[config.mk]
export PLATFORM = sky130hd
export DESIGN_NAME = sprite_line_fetch
export DESIGN_NICKNAME = d
export VERILOG_FILES = /design/src/rtl/sprite_line_fetch.sv
export SDC_FILE = /design/constraint.sdc
export NUM_CORES = 1
export LEC_CHECK = 0
export CORE_MARGIN = 1.5
export CORE_UTILIZATION = 40
export CTS_BUF_LIST = sky130_fd_sc_hd__clkbuf_8 sky130_fd_sc_hd__clkbuf_16
export DETAILED_ROUTE_END_ITERATION = 6
export GPL_TIMING_DRIVEN = 0
export PLACE_DENSITY = 0.62
export SETUP_SLACK_MARGIN = 0.1
export SYNTH_ARGS = -nofsm -noshare
export SYNTH_HDL_FRONTEND = slang
export SYNTH_SLANG_ARGS = --single-unit
[constraint.sdc]
create_clock -name i_clk -period 3.9 [get_ports i_clk]
set_input_delay 0.585 -clock i_clk [delete_from_list [all_inputs] [get_ports i_clk]]
set_output_delay 0.585 -clock i_clk [all_outputs]
set_load 0.03 [all_outputs]
[src/rtl/sprite_line_fetch.sv]
// Sprite row prefetcher: on each line start, copies the covering sprite row from the RGB ROM into a
// 16-entry line buffer, then serves registered per-pixel colour/hit. Optional macro: SPRITE_TRANSPARENT_EN.
module sprite_line_fetch #(
   parameter int SPRITE_W = 16,
   parameter int SPRITE_H = 18,
   parameter int COORD_W  = 10,
   parameter int ADDR_W   = 9,
   parameter int TIMEOUT  = 4
) (
   input  logic               i_clk,
   input  logic               i_rst_n,
   input  logic               i_line_start,
   input  logic [COORD_W-1:0] i_line_y,
   input  logic [COORD_W-1:0] i_sprite_x,
   input  logic [COORD_W-1:0] i_sprite_y,
   input  logic               i_active,
   input  logic [COORD_W-1:0] i_x,
   output logic               o_rom_read,
   output logic [ADDR_W-1:0]  o_rom_address,
   input  logic [23:0]        i_rom_rgb_data,
   input  logic               i_rom_valid,
   output logic [23:0]        o_rgb,
   output logic               o_hit,
   output logic               o_fetch_err
);

   localparam int COL_W = (SPRITE_W > 1) ? $clog2(SPRITE_W) : 1;
   localparam int ROW_W = (SPRITE_H > 1) ? $clog2(SPRITE_H) : 1;
   localparam int CNT_W = $clog2(TIMEOUT + 1);
   localparam int DIF_W = COORD_W + 1;
   localparam logic signed [DIF_W-1:0] H_LIM = DIF_W'(SPRITE_H);
   localparam logic signed [DIF_W-1:0] W_LIM = DIF_W'(SPRITE_W);

   typedef enum logic [1:0] {
      S_IDLE,
      S_REQ,
      S_WAIT,
      S_DONE
   } state_t;

   state_t r_state;
   state_t w_state_next;

   logic [COORD_W-1:0] r_sprite_x;
   logic [ROW_W-1:0]   r_row;
   logic [COL_W-1:0]   r_col;
   logic [CNT_W-1:0]   r_wait_cnt;
   logic [23:0]        r_buf [SPRITE_W];

   logic signed [DIF_W-1:0] w_dy;
   logic signed [DIF_W-1:0] w_dx;
   logic                    w_row_hit;
   logic                    w_col_hit;
   logic                    w_timeout;
   logic                    w_adv;
   logic                    w_last_col;
   logic                    w_buf_valid;
   logic                    w_key;
   logic                    w_hit;
   logic [23:0]             w_pix;
   logic [ADDR_W-1:0]       w_addr;

   // Differences are taken one bit wider so a point left of / above the sprite goes negative instead of wrapping.
   assign w_dy      = $signed({1'b0, i_line_y}) - $signed({1'b0, i_sprite_y});
   assign w_row_hit = !w_dy[DIF_W-1] && (w_dy < H_LIM);

   assign w_timeout  = (r_state == S_WAIT) && !i_rom_valid && (r_wait_cnt == CNT_W'(TIMEOUT - 1));
   assign w_adv      = (r_state == S_WAIT) && (i_rom_valid || w_timeout);
   assign w_last_col = (r_col == COL_W'(SPRITE_W - 1));
   assign w_addr     = ADDR_W'(r_row) * ADDR_W'(SPRITE_W) + ADDR_W'(r_col);

   always_ff @(posedge i_clk or negedge i_rst_n) begin
      if (!i_rst_n) begin
         r_state <= S_IDLE;
      end else begin
         r_state <= w_state_next;
      end
   end

   // A line start overrides every state, which is what aborts an in-flight fetch.
   always_comb begin
      w_state_next = r_state;
      if (i_line_start) begin
         w_state_next = w_row_hit ? S_REQ : S_IDLE;
      end else begin
         case (r_state)
            S_REQ:   w_state_next = S_WAIT;
            S_WAIT:  if (w_adv) w_state_next = w_last_col ? S_DONE : S_REQ;
            default: w_state_next = r_state;
         endcase
      end
   end

   always_comb begin
      o_rom_read    = (r_state == S_REQ);
      o_rom_address = w_addr;
   end

   always_ff @(posedge i_clk or negedge i_rst_n) begin
      if (!i_rst_n) begin
         r_sprite_x  <= '0;
         r_row       <= '0;
         r_col       <= '0;
         r_wait_cnt  <= '0;
         o_fetch_err <= 1'b0;
      end else if (i_line_start) begin
         r_sprite_x <= i_sprite_x;
         r_wait_cnt <= '0;
         if (w_row_hit) begin
            r_row <= w_dy[ROW_W-1:0];
            r_col <= '0;
         end
      end else begin
         case (r_state)
            S_REQ: r_wait_cnt <= '0;
            S_WAIT: begin
               if (w_timeout) o_fetch_err <= 1'b1;
               if (w_adv) begin
                  if (!w_last_col) r_col <= r_col + COL_W'(1);
               end else begin
                  r_wait_cnt <= r_wait_cnt + CNT_W'(1);
               end
            end
            default: ;
         endcase
      end
   end

   // A timed-out pixel is stored as black so the row still completes.
   always_ff @(posedge i_clk) begin
      if (!i_line_start && w_adv) begin
         r_buf[r_col] <= i_rom_valid ? i_rom_rgb_data : 24'h000000;
      end
   end

   assign w_buf_valid = (r_state == S_DONE);
   assign w_dx        = $signed({1'b0, i_x}) - $signed({1'b0, r_sprite_x});
   assign w_col_hit   = !w_dx[DIF_W-1] && (w_dx < W_LIM);
   assign w_pix       = r_buf[w_dx[COL_W-1:0]];

`ifdef SPRITE_TRANSPARENT_EN
   assign w_key = (w_pix == 24'hFF00FF);
`else
   assign w_key = 1'b0;
`endif

   assign w_hit = i_active && w_buf_valid && w_col_hit && !w_key;

   always_ff @(posedge i_clk or negedge i_rst_n) begin
      if (!i_rst_n) begin
         o_hit <= 1'b0;
         o_rgb <= '0;
      end else begin
         o_hit <= w_hit;
         o_rgb <= w_hit ? w_pix : 24'h000000;
      end
   end

endmodule
==> summary.md, run 1 <==
| Metric | Value |
|---|---|
| Sw Ratio | `0.254` |
| Die area | `45600 um^2` |
| P&R area growth vs syn | `21.3%` |
| TritonCTS Sinks | `434` |
| Gr ovfl total | `0` |
| DR pass1 iterations | `5` |
| Worst Setup SP | `i_x[0]` |
| Synth top area share | `0.650` |
| Initial antenna violation count | `0` |
| Largest net degree at the start of global routing | `51` |
| Vias | `9839` |
| Syn Inst Count | `1024` |
| Clock Latency Late Sink | `0.58 ns` |
| CTS tree | `yes` |
| Clock transition at the registers of the reported paths | `0.06 ns` |
| Flop2flop setup slack | `0.36 ns` |
| Initial Util | `0.409` |
| GRT Total Usage | `0.187` |
| CTS root buffer | `clkbuf_16` |
| Worst Tran Pin Value | `1.03 ns` |
| Data arrival, critical path | `4.14 ns` |
| Global placement routability congestion | `0.845` |
| Final WL | `~41000 um` |
| Hold buffer count at CTS | `0` |
| Worst setup EP type | `register` |
| DRT iter0 DRCs | `1022` |
| Max cap viols | `0` |
| Leakage power total | `7.49 nW` |
| Final worst setup slack | `roughly 0.26 ns` |
| Register area share after synthesis | `0.721` |
| Rel. slew slack | `0.316` |
| Yosys warns | `0` |
| Core area | `43400 um^2` |
| Combinational Power Share | `0.144` |
| Slew Limit Fails | `0` |
| Synth Register Bits | `~430` |
| DP Cell Count | `1735` |
| DIE HEIGHT | `roughly 210 um` |
| Routed vias/inst | `5.41` |
| PortBufs | `103` |
| DR WL/cell | `22.8 um` |
| Req. time, crit path | `4.39 ns` |
| Vias in the first global route | `10000` |
| Startpoint Class | `primary input` |
| R2R cell count | `11` |
| Syn Nets | `1121` |
| Status | `complete, no violations` |
| Hold slack | `0.0761 ns` |
| DRT antenna net count | `0` |
| CTS Buf Count | `46` |
| Flop pwr share | `0.472` |
| Setup repair after global routing missed its margin | `no` |
| CP Class | `in2reg` |
| Syn avg cell area | `17.3 um^2` |
| Critical path fanouts, max | `10` |
| Hold WC Path Type | `in2async` |
| Clock Skews | `about 0.024 ns` |
| Layout Utilization | `0.496` |
| # diodes | `0` |
| IO Count | `105` |
| Post-detail-place hpwl | `about 27000 um` |
| Residual DRC | `0` |
| Crit Reg-Reg Endpoint | `o_rgb[12]` |
| Die width | `214 um` |
| Non-filler cells, final | `1819` |
| Area contributors post-synth | `edfxtp_1 65%, mux4_2 12%, dfrtp_1 7.1%` |
| Final nets | `1295` |
| P per Cell Area | `approximately 500 nW/um^2` |
| Clock share of power | `0.384` |
| Mapped Area | `17700 um^2` |
| Finish-stage setup viols | `0` |
| FFs w/ async S/R, synth | `0.115` |
| Post-route minimum period | `around 3.6 ns` |
| Internal | `8.10 mW` |
| Number of synthesized flops with an enable pin | `between 300 and 400` |
| Netlist cell types | `60` |
| Endpoints failing hold | `0` |
| Clock Path Buffers | `3` |
| Setup slack at placement | `-1.14 ns` |
| Maximum operating frequency | `0.274 GHz` |
| Ratio of cells with drive above 1 in the final layout | `0.182` |
| Ys flop type | `edfxtp_1` |
| First-pass GRT wire length | `around 62000 um` |
| Peak VDD IR | `0.328 mV` |
| H-tree depth | `2` |
| Final Cycle Share | `0.934` |
| NetSw | `2.77 mW` |
| Reg-to-reg critical path startpoint | `r_sprite_x[0]` |
| Total chip power | `10.9 mW` |
| Cell taking the most area after synthesis | `edfxtp_1` |
| Core Rows | `76` |
==> synth_stat cells, drive strengths merged, types with 3 or more instances <==
cell type    n
nand2b       4
or2          4
and3        26
nand3b      27
o2111ai      3
xor2         5
mux2i        3
edfxtp     384
nor3         5
inv         30
o21ai       32
mux4        96
dfrtp       50
and2        26
clkbuf      36
nand2      115
a21oi       16
o21a         3
a211oi       6
mux2         3
buf         14
nand3       29
ha          26
xnor2        3
nor2        38
==> stage by stage <==
stage	TNS (ns)	instance area, um^2
after detailed placement	-23.32	20000
after global routing	0	21500
after floorplan	0	17700
final	0	21500
after CTS	0	21500
after global placement	-451.72	19500
==> critical path: stages <==
cell,delay (ns)
clkdlybuf4s50_1,0.40
inv_1,0.06
ha_1,0.17
inv_1,0.06
fa_1,0.45
a211oi_1,0.28
o21ai_0,0.18
a211oi_1,0.38
o2111ai_1,0.18
o211a_1,0.19
a211oi_4,0.52
clkbuf_2,0.41
and3_1,0.26
==> layout by cell type, fill, tap and decap left out, types with 16 or more instances in the layout <==
| master | Yosys | layout |
|---|---|---|
| nor2_1 | 38 | 27 |
| mux4_2 | 96 | 96 |
| o21ai_0 | 31 | 31 |
| and3_1 | 26 | 26 |
| and2_1 | 26 | 25 |
| a21oi_1 | 16 | 16 |
| nand3_1 | 29 | 29 |
| clkbuf_16 | 0 | 46 |
| nand3b_1 | 27 | 27 |
| ha_1 | 26 | 26 |
| inv_1 | 30 | 49 |
| clkdlybuf4s50_1 | 0 | 102 |
| clkbuf_1 | 35 | 32 |
| nand2_1 | 115 | 115 |
| edfxtp_1 | 384 | 384 |
| dfrtp_1 | 50 | 50 |
==> worst max-delay path by stage <==
stage | endpoint | cells after the start | slack, ns
floorplan | r_buf[0][0] | 6 | 0.49
detailed placement | o_rgb[12] | 13 | -1.14
finish | o_rgb[12] | 13 | 0.26
CTS | o_rgb[12] | 13 | 0.29
global route | o_rgb[22] | 13 | 0.10
global placement | r_buf[1][7] | 7 | -2.58
==> final cells by class <==
type	count	area, um^2
Inverter	30	113
Multi-Input combinational cell	510	4750
Fill cell	3619	21900
Buffer	50	213
Clock inverter	32	221
Tap cell	585	732
Timing Repair Buffer	126	1460
Clock buffer	52	1230
Sequential cell	434	12800
==> layer usage <==
| metal | GRT usage | wire length, um | vias to the layer above |
|---|---|---|---|
| li1 | - | - | 4337 |
| met4 | 0.0486 | 913 | 0 |
| met2 | 0.301 | 19600 | 355 |
| met1 | 0.258 | 18000 | 5076 |
| met3 | 0.0404 | 2970 | 71 |
| met5 | 0 | 0 | - |
==> power groups by stage <==
stage / Clock [mW] / Sequential (mW) / Combinational (mW)
floorplan: 0 / 5.27 / 0.968
global placement: 0 / 5.23 / 1.55
detailed placement: 0 / 5.23 / 1.57
CTS: 4.25 / 5.13 / 1.58
global route: 4.42 / 5.13 / 1.70
finish: 4.17 / 5.13 / 1.56
==> sequential cells by signal, summed over array words and instances (netlist names) <==
signal / flops
o_fetch_err: 1
o_hit: 1
r_col: 4
r_state: 2
o_rgb: 24
r_wait_cnt: 3
r_buf: 384
r_row: 5
r_sprite_x: 10
==> cell families after synthesis <==
kind of cell / synth area share
fa+ha+maj: 0.0206
flops: 0.721
mux: 0.126
compound gates: 0.0296
xor+xnor: 0.00395
simple gates: 0.0818
buf+inv: 0.0177
==> timing repair <==
action,CTS,global route
buffers inserted,0,0
gates resized for setup,7,0
endpoints found under the hold margin,0,0
endpoints found under the setup margin,25,0
No activity file was read; power rests on OpenSTA's default activity.
==> run 2: changes to the inputs <==
--- a/config.mk
+++ b/config.mk
@@ -5,6 +5,7 @@
 export SDC_FILE = /design/constraint.sdc
 export NUM_CORES = 1
 export LEC_CHECK = 0
+export CORE_ASPECT_RATIO = 0.75
 export CORE_MARGIN = 1.5
 export CORE_UTILIZATION = 40
 export CTS_BUF_LIST = sky130_fd_sc_hd__clkbuf_8 sky130_fd_sc_hd__clkbuf_16
==> run 2 against run 1 <==
Effect of this change:
- die area hardly changed
- first-iteration DRC count is 4.0% lower
- via count is 0.35% lower
- setup slack worse by 0.074 ns
- largest power group unchanged
- cell area is 1.1% lower
- combinational power hardly changed
==> summary.md, run 2 (synthesis gave the netlist of run 1 again) <==
| Metric | Value |
|---|---|
| Global placement routability congestion | `0.808 (was 0.845)` |
| Top cell by count, worst path | `inv_1` |
| Clock Skews | `0.0196 ns (was 0.0242 ns)` |
| Initial Util | `0.407 (was 0.409)` |
| Setup repair after global routing missed its margin | `no (unchanged)` |
| DR pass1 iterations | `5 (unchanged)` |
| Filler instances | `3621 (was 3619)` |
| GRT Total Usage | `0.186 (was 0.187)` |
| Rel. slew slack | `0.253 (was 0.316)` |
| Residual DRC | `0 (unchanged)` |
| Hold slack | `0.474 ns (was 0.0761 ns)` |
| Maximum operating frequency | `0.269 GHz (was 0.274 GHz)` |
| H-tree depth | `2 (unchanged)` |
| Finish-stage setup viols | `0 (unchanged)` |
| Critical path fanouts, max | `10 (unchanged)` |
| Biggest registers after layout | `r_buf: 384 flops, o_rgb: 24 flops, r_sprite_x: 10 flops (unchanged)` |
| Crit path buf inv count | `4 (unchanged)` |
| Worst path max stage delay | `0.59 ns (was 0.52 ns)` |
| CP Class | `in2reg (unchanged)` |
| DRT antenna net count | `0 (unchanged)` |
| Cell Chain, Critical Path | `clkdlybuf4s50_1 > inv_1 > ha_1 > inv_1 > fa_1 > a211oi_1 > nor2_1 > o21ai_0 > a22oi_1 > or4b_1 > a211oi_4 > buf_2 > and3_1 (was clkdlybuf4s50_1 > inv_1 > ha_1 > inv_1 > fa_1 > a211oi_1 > o21ai_0 > a211oi_1 > o2111ai_1 > o211a_1 > a211oi_4 > clkbuf_2 > and3_1)` |
| Leakage power total | `7.38 nW (was 7.49 nW)` |
| P per Cell Area | `499 nW/um^2 (was 505 nW/um^2)` |
| Non-filler cells, final | `1805 (was 1819)` |
| Max reg flops | `384 (unchanged)` |
| Routed vias/inst | `5.43 (was 5.41)` |
| Peak VDD IR | `0.285 mV (was 0.328 mV)` |
| Crit path max-delay cell type | `or4b_1 (was a211oi_4)` |
| DP Cell Count | `1725 (was 1735)` |
| Ratio of cells with drive above 1 in the final layout | `0.178 (was 0.182)` |
| Core Rows | `66 (was 76)` |
| CTS tree | `yes (unchanged)` |
| Final nets | `1289 (was 1295)` |
| Clock transition at the registers of the reported paths | `0.06 ns (about the same)` |
| Startpoint Class | `primary input (unchanged)` |
| Endpoints failing hold | `0 (unchanged)` |
| Most frequent cells in the layout | `384 x edfxtp_1, 115 x nand2_1, 102 x clkdlybuf4s50_1 (unchanged)` |
| Gr ovfl total | `0 (unchanged)` |
| Worst setup EP type | `register (unchanged)` |
| Req. time, crit path | `4.38 ns (was 4.39 ns)` |
| Vias | `9805 (was 9839)` |
| CTS Buf Count | `42 (was 46)` |
| TritonCTS Sinks | `434 (unchanged)` |
| DR WL/cell | `22.9 um (was 22.8 um)` |
| IO Count | `105 (unchanged)` |
| CTS root buffer | `clkbuf_16 (unchanged)` |
| DRT iter0 DRCs | `981 (was 1022)` |
| Vias in the first global route | `9790 (was 10000)` |
| Post-detail-place hpwl | `27100 um (was 26800 um)` |
| Sequential cell area | `12800 um^2 (unchanged)` |
| Slew Limit Fails | `0 (unchanged)` |
| Area of the multi-input gates | `4750 um^2 (unchanged)` |
| Final Cycle Share | `0.953 (was 0.934)` |
| Max cap viols | `0 (unchanged)` |
| Hold WC Path Type | `reg2reg (was in2async)` |
| Die width | `246 um (was 214 um)` |
| Initial antenna violation count | `1 (was 0)` |
| Data arrival, critical path | `4.19 ns (was 4.14 ns)` |
| P&R area growth vs syn | `20.0% (was 21.3%)` |
| Clock Latency Late Sink | `0.56 ns (was 0.58 ns)` |
| Worst Tran Pin Value | `1.12 ns (was 1.03 ns)` |
| Most flops, register | `r_buf (unchanged)` |
| First-pass GRT wire length | `62000 um (was 61700 um)` |
| Status | `complete, no violations (unchanged)` |
| PortBufs | `103 (unchanged)` |
| Clock Path Buffers | `3 (unchanged)` |
| Post-route minimum period | `3.72 ns (was 3.64 ns)` |
| Layout Utilization | `0.489 (was 0.496)` |
| DIE HEIGHT | `185 um (was 214 um)` |
| Core area | `43500 um^2 (was 43400 um^2)` |
| Final WL | `41400 um (was 41500 um)` |
| Largest net degree at the start of global routing | `36 (was 51)` |
| Die area | `45600 um^2 (about the same)` |
| Most common cell after layout, fill and taps aside | `edfxtp_1 (unchanged)` |
| CP top delay family | `buffers and inverters (was compound AO/OA/AOI/OAI gates)` |
## run 2: changes by cell type in the layout (fill, tap and decap cells not counted), sizes merged
| cell | change |
|---|---|
| clkinv | +9 |
| clkinvlp | +1 |
| inv | -9 |
| buf | -2 |
| bufinv | +2 |
| dlygate4sd3 | +1 |
| clkbuf | -10 |
| diode | +1 |
## run 2: worst paths after layout
| check | startpoint | endpoint | slack, ns | cells after the start |
|---|---|---|---|---|
| max | i_x[0] | o_rgb[14] | 0.18 | 13 |
| min | o_fetch_err | o_fetch_err | 0.47 | 1 |
| max reg2reg | r_sprite_x[0] | o_rgb[14] | 0.40 | 11 |
| min reg2reg | o_fetch_err | o_fetch_err | 0.47 | 1 |
| max in group asynchronous | i_rst_n | r_wait_cnt[0] | 2.78 | 3 |
| min in group asynchronous | i_rst_n | o_rgb[1] | 0.53 | 2 |
## run 2: cell type report
| class | instances | share of cell area |
|---|---|---|
| antenna | 1 | 0.000118 |
| buffer | 50 | 0.0101 |
| clock buffer | 43 | 0.0506 |
| clock inverter | 35 | 0.0121 |
| inverter | 30 | 0.00529 |
| multi-input combinational | 510 | 0.223 |
| sequential | 434 | 0.601 |
| tap | 578 | 0.0340 |
| timing repair buffer | 124 | 0.0638 |
## run 2: worst register-to-register path: stages, from the launching register on
cell and delay, ns:
dfrtp_1 0.36, ha_1 0.17, inv_1 0.05, fa_1 0.46, a211oi_1 0.32, nor2_1 0.12, o21ai_0 0.16, a22oi_1 0.08
or4b_1 0.59, a211oi_4 0.39, buf_2 0.44, and3_1 0.29
## run 2: per-stage QoR
stage               worst slack, ns  total power, mW  instance area (um^2)  setup TNS, ns
finish                        0.183             10.6                 21300              0
floorplan                     0.486             6.24                 17700              0
CTS                           0.104             10.7                 21300              0
detailed placement           -0.838             6.80                 19900         -17.68
global route                  0.105             11.0                 21300              0
global placement              -2.44             6.77                 19500        -446.03
## run 2: metal layers
metal	global-route usage	share of wire	up-vias
li1	-	-	4319
met3	0.0317	0.069	44
met4	0.0466	0.016	0
met2	0.275	0.44	345
met5	0	0	-
met1	0.285	0.47	5097
## run 2: timing repair
item | 4_1_cts | 5_1_grt
resized for setup | 5 | 8
endpoints found under the setup margin | 24 | 22
buffers inserted | 0 | 0
endpoints found under the hold margin | 10 | 0
hold buffers | 1 | 0
## run 2: power breakdown
part	leakage, nW	internal [mW]	switching, mW	total, mW
clock network	0.702	2.21	1.72	3.92
registers	4.16	5.10	0.0289	5.13
logic	2.51	0.659	0.917	1.58
==> run 3: changes to the inputs <==
--- a/config.mk
+++ b/config.mk
@@ -12,6 +12,7 @@
 export DETAILED_ROUTE_END_ITERATION = 6
 export GPL_TIMING_DRIVEN = 0
 export PLACE_DENSITY = 0.62
+export REMOVE_ABC_BUFFERS = 1
 export SETUP_SLACK_MARGIN = 0.1
 export SYNTH_ARGS = -nofsm -noshare
 export SYNTH_HDL_FRONTEND = slang
==> run 3 against run 2 <==
Effect of this change:
- global-route usage down 0.75 points
- sequential power is essentially flat
- maximum frequency up 8.0%
- via count down 3.0%
- cell area grew 1.4%
- highest routed layer unchanged
==> summary.md, run 3 (synthesis gave the netlist of run 1 again) <==
| Metric | Value |
|---|---|
| DIE HEIGHT | `185 um (unchanged)` |
| Biggest registers after layout | `r_buf: 384 flops, o_rgb: 24 flops, r_sprite_x: 10 flops (unchanged)` |
| PortBufs | `104 (was 103)` |
| Global placement routability congestion | `0.831 (was 0.808)` |
| Die width | `246 um (unchanged)` |
| Largest net degree at the start of global routing | `51 (was 36)` |
| DP Cell Count | `1690 (was 1725)` |
| Area of the multi-input gates | `4810 um^2 (was 4750 um^2)` |
| DRT antenna net count | `0 (unchanged)` |
| Peak VDD IR | `0.274 mV (was 0.285 mV)` |
| Clock Path Buffers | `3 (unchanged)` |
| Finish-stage setup viols | `0 (unchanged)` |
| H-tree depth | `2 (unchanged)` |
| Crit path max-delay cell type | `clkdlybuf4s50_1 (was or4b_1)` |
| First-pass GRT wire length | `60100 um (was 62000 um)` |
| CTS Buf Count | `42 (unchanged)` |
| CP Class | `in2reg (unchanged)` |
| Final nets | `1255 (was 1289)` |
| Leakage power total | `7.50 nW (was 7.38 nW)` |
| Post-detail-place hpwl | `24300 um (was 27100 um)` |
| Hold WC Path Type | `in2async (was reg2reg)` |
| CTS root buffer | `clkbuf_16 (unchanged)` |
| Die area | `45600 um^2 (unchanged)` |
| Initial antenna violation count | `0 (was 1)` |
| DR pass1 iterations | `5 (unchanged)` |
| Post-route minimum period | `3.44 ns (was 3.72 ns)` |
| Worst path max stage delay | `0.95 ns (was 0.59 ns)` |
| Flop2flop setup slack | `0.66 ns (was 0.40 ns)` |
| Clock Latency Late Sink | `0.55 ns (was 0.56 ns)` |
| Core area | `43500 um^2 (unchanged)` |
| Most common cell after layout, fill and taps aside | `edfxtp_1 (unchanged)` |
| Most frequent cells in the layout | `384 x edfxtp_1, 115 x nand2_1, 102 x clkdlybuf4s50_1 (unchanged)` |
| Gr ovfl total | `0 (unchanged)` |
| CP top delay family | `simple AND/OR/NAND/NOR gates (was buffers and inverters)` |
| GRT Total Usage | `0.178 (was 0.186)` |
| R2R cell count | `12 (was 11)` |
| Final Cycle Share | `0.883 (was 0.953)` |
| DR WL/cell | `22.6 um (was 22.9 um)` |
| Crit Reg-Reg Endpoint | `o_rgb[3] (was o_rgb[14])` |
| P per Cell Area | `506 nW/um^2 (was 499 nW/um^2)` |
| # diodes | `0 (was 1)` |
| Routed vias/inst | `5.38 (was 5.43)` |
| TritonCTS Sinks | `434 (unchanged)` |
| Ratio of cells with drive above 1 in the final layout | `0.195 (was 0.178)` |
| Most flops, register | `r_buf (unchanged)` |
| Vias | `9514 (was 9805)` |
| Cell Chain, Critical Path | `clkdlybuf4s50_1 > nor2_1 > nand2_1 > nor2_1 > nand2_1 > nor3_2 > buf_6 > buf_6 (was clkdlybuf4s50_1 > inv_1 > ha_1 > inv_1 > fa_1 > a211oi_1 > nor2_1 > o21ai_0 > a22oi_1 > or4b_1 > a211oi_4 > buf_2 > and3_1)` |
| Clock transition at the registers of the reported paths | `0.06 ns (about the same)` |
| Final WL | `39900 um (was 41400 um)` |
| Filler instances | `3523 (was 3621)` |
| Critical path fanouts, max | `30 (was 10)` |
| Setup repair after global routing missed its margin | `no (unchanged)` |
| Maximum operating frequency | `0.291 GHz (was 0.269 GHz)` |
| Slew Limit Fails | `0 (unchanged)` |
| Data arrival, critical path | `3.71 ns (was 4.19 ns)` |
| Cts repair resizes | `0 (was 5)` |
| Reg-to-reg critical path startpoint | `r_sprite_x[0] (unchanged)` |
| Clock Skews | `0.0163 ns (was 0.0196 ns)` |
| IO Count | `105 (unchanged)` |
| Sequential cell area | `12800 um^2 (unchanged)` |
| Residual DRC | `0 (unchanged)` |
| Max cap viols | `0 (unchanged)` |
| Vias in the first global route | `9593 (was 9790)` |
| Worst Tran Pin Value | `1.02 ns (was 1.12 ns)` |
| DRT iter0 DRCs | `830 (was 981)` |
| Core Rows | `66 (unchanged)` |
| Startpoint Class | `primary input (unchanged)` |
| Rel. slew slack | `0.315 (was 0.253)` |
| Layout Utilization | `0.496 (was 0.489)` |
| Non-filler cells, final | `1770 (was 1805)` |
| Worst setup EP type | `register (unchanged)` |
| Initial Util | `0.407 (unchanged)` |
| Req. time, crit path | `4.17 ns (was 4.38 ns)` |
| Status | `complete, no violations (unchanged)` |
| CTS tree | `yes (unchanged)` |
| Endpoints failing hold | `0 (unchanged)` |
| Max reg flops | `384 (unchanged)` |
| P&R area growth vs syn | `21.7% (was 20.0%)` |
| Crit path buf inv count | `3 (was 4)` |
run 3: cell count changes in the layout (fill, tap and decap cells not counted), moves of 2 or more:
| cell | before | now |
|---|---|---|
| buf_1 | 8 | 0 |
| buf_12 | 4 | 10 |
| buf_16 | 4 | 10 |
| buf_2 | 6 | 1 |
| buf_8 | 0 | 2 |
| bufinv_16 | 3 | 6 |
| clkbuf_1 | 30 | 0 |
| clkbuf_2 | 5 | 0 |
| clkbuf_8 | 0 | 4 |
| clkinv_1 | 6 | 1 |
| clkinv_2 | 7 | 5 |
run 3: cell type report:
type	count	area share
Inverter	30	0.00522
Multi-Input combinational cell	510	0.223
Clock inverter	31	0.0151
Timing Repair Buffer	140	0.0785
Tap cell	578	0.0335
Sequential cell	434	0.592
Clock buffer	47	0.0524
run 3: metrics by stage:
| stage | hold slack (ns) | power [mW] | instance area [um^2] | TNS [ns] | setup slack (ns) |
|---|---|---|---|---|---|
| floorplan | 0.289 | 6.30 | 17500 | -37.53 | -1.57 |
| global placement | 0.460 | 6.85 | 19300 | -937.49 | -3.89 |
| detailed placement | 0.470 | 6.79 | 20100 | -9.41 | -0.500 |
| CTS | 0.147 | 11.0 | 21600 | 0 | 0.474 |
| global route | 0.169 | 11.3 | 21600 | 0 | 0.212 |
| finish | 0.117 | 10.9 | 21600 | 0 | 0.458 |
run 3: worst register-to-register path, cell delays in order, from the launching register on:
cell	delay, ns
dfrtp_1	0.39
ha_4	0.14
inv_1	0.04
fa_4	0.50
a211oi_1	0.34
nor2_1	0.11
o21ai_0	0.15
a22oi_1	0.08
or4b_1	0.58
a211oi_4	0.22
buf_4	0.18
buf_16	0.16
and3_1	0.26
run 3: what timing repair did:
item / 4_1_cts / 5_1_grt
setup endpoints to repair: 3 / 0
buffers inserted: 2 / 0
hold buffers: 0 / 0
run 3: layer usage:
layer / GRT usage / wire (um)
met3: 0.0304 / 2150
met4: 0.0415 / 690
met1: 0.259 / 18200
met5: 0 / 0
met2: 0.282 / 18800
run 3: where the power goes:
group	internal (mW)	switching [mW]	leakage, nW	total (mW)
registers	5.10	0.0342	4.16	5.13
logic	0.716	0.829	2.58	1.55
clock network	2.49	1.76	0.760	4.25
total	8.30	2.62	7.50	10.9
run 3: worst max-delay path by stage:
| stage | slack [ns] | end | depth (start not counted) | startpoint |
|---|---|---|---|---|
| final | 0.46 | r_buf[0][23] | 8 | i_line_start |
| after global routing | 0.21 | r_buf[0][10] | 8 | i_line_start |
| after CTS | 0.47 | r_buf[0][10] | 8 | i_line_start |
| after detailed placement | -0.50 | o_rgb[3] | 13 | i_x[0] |
| after global placement | -3.89 | o_rgb[9] | 7 | i_x[0] |
| after floorplan | -1.57 | o_rgb[22] | 6 | i_x[0] |
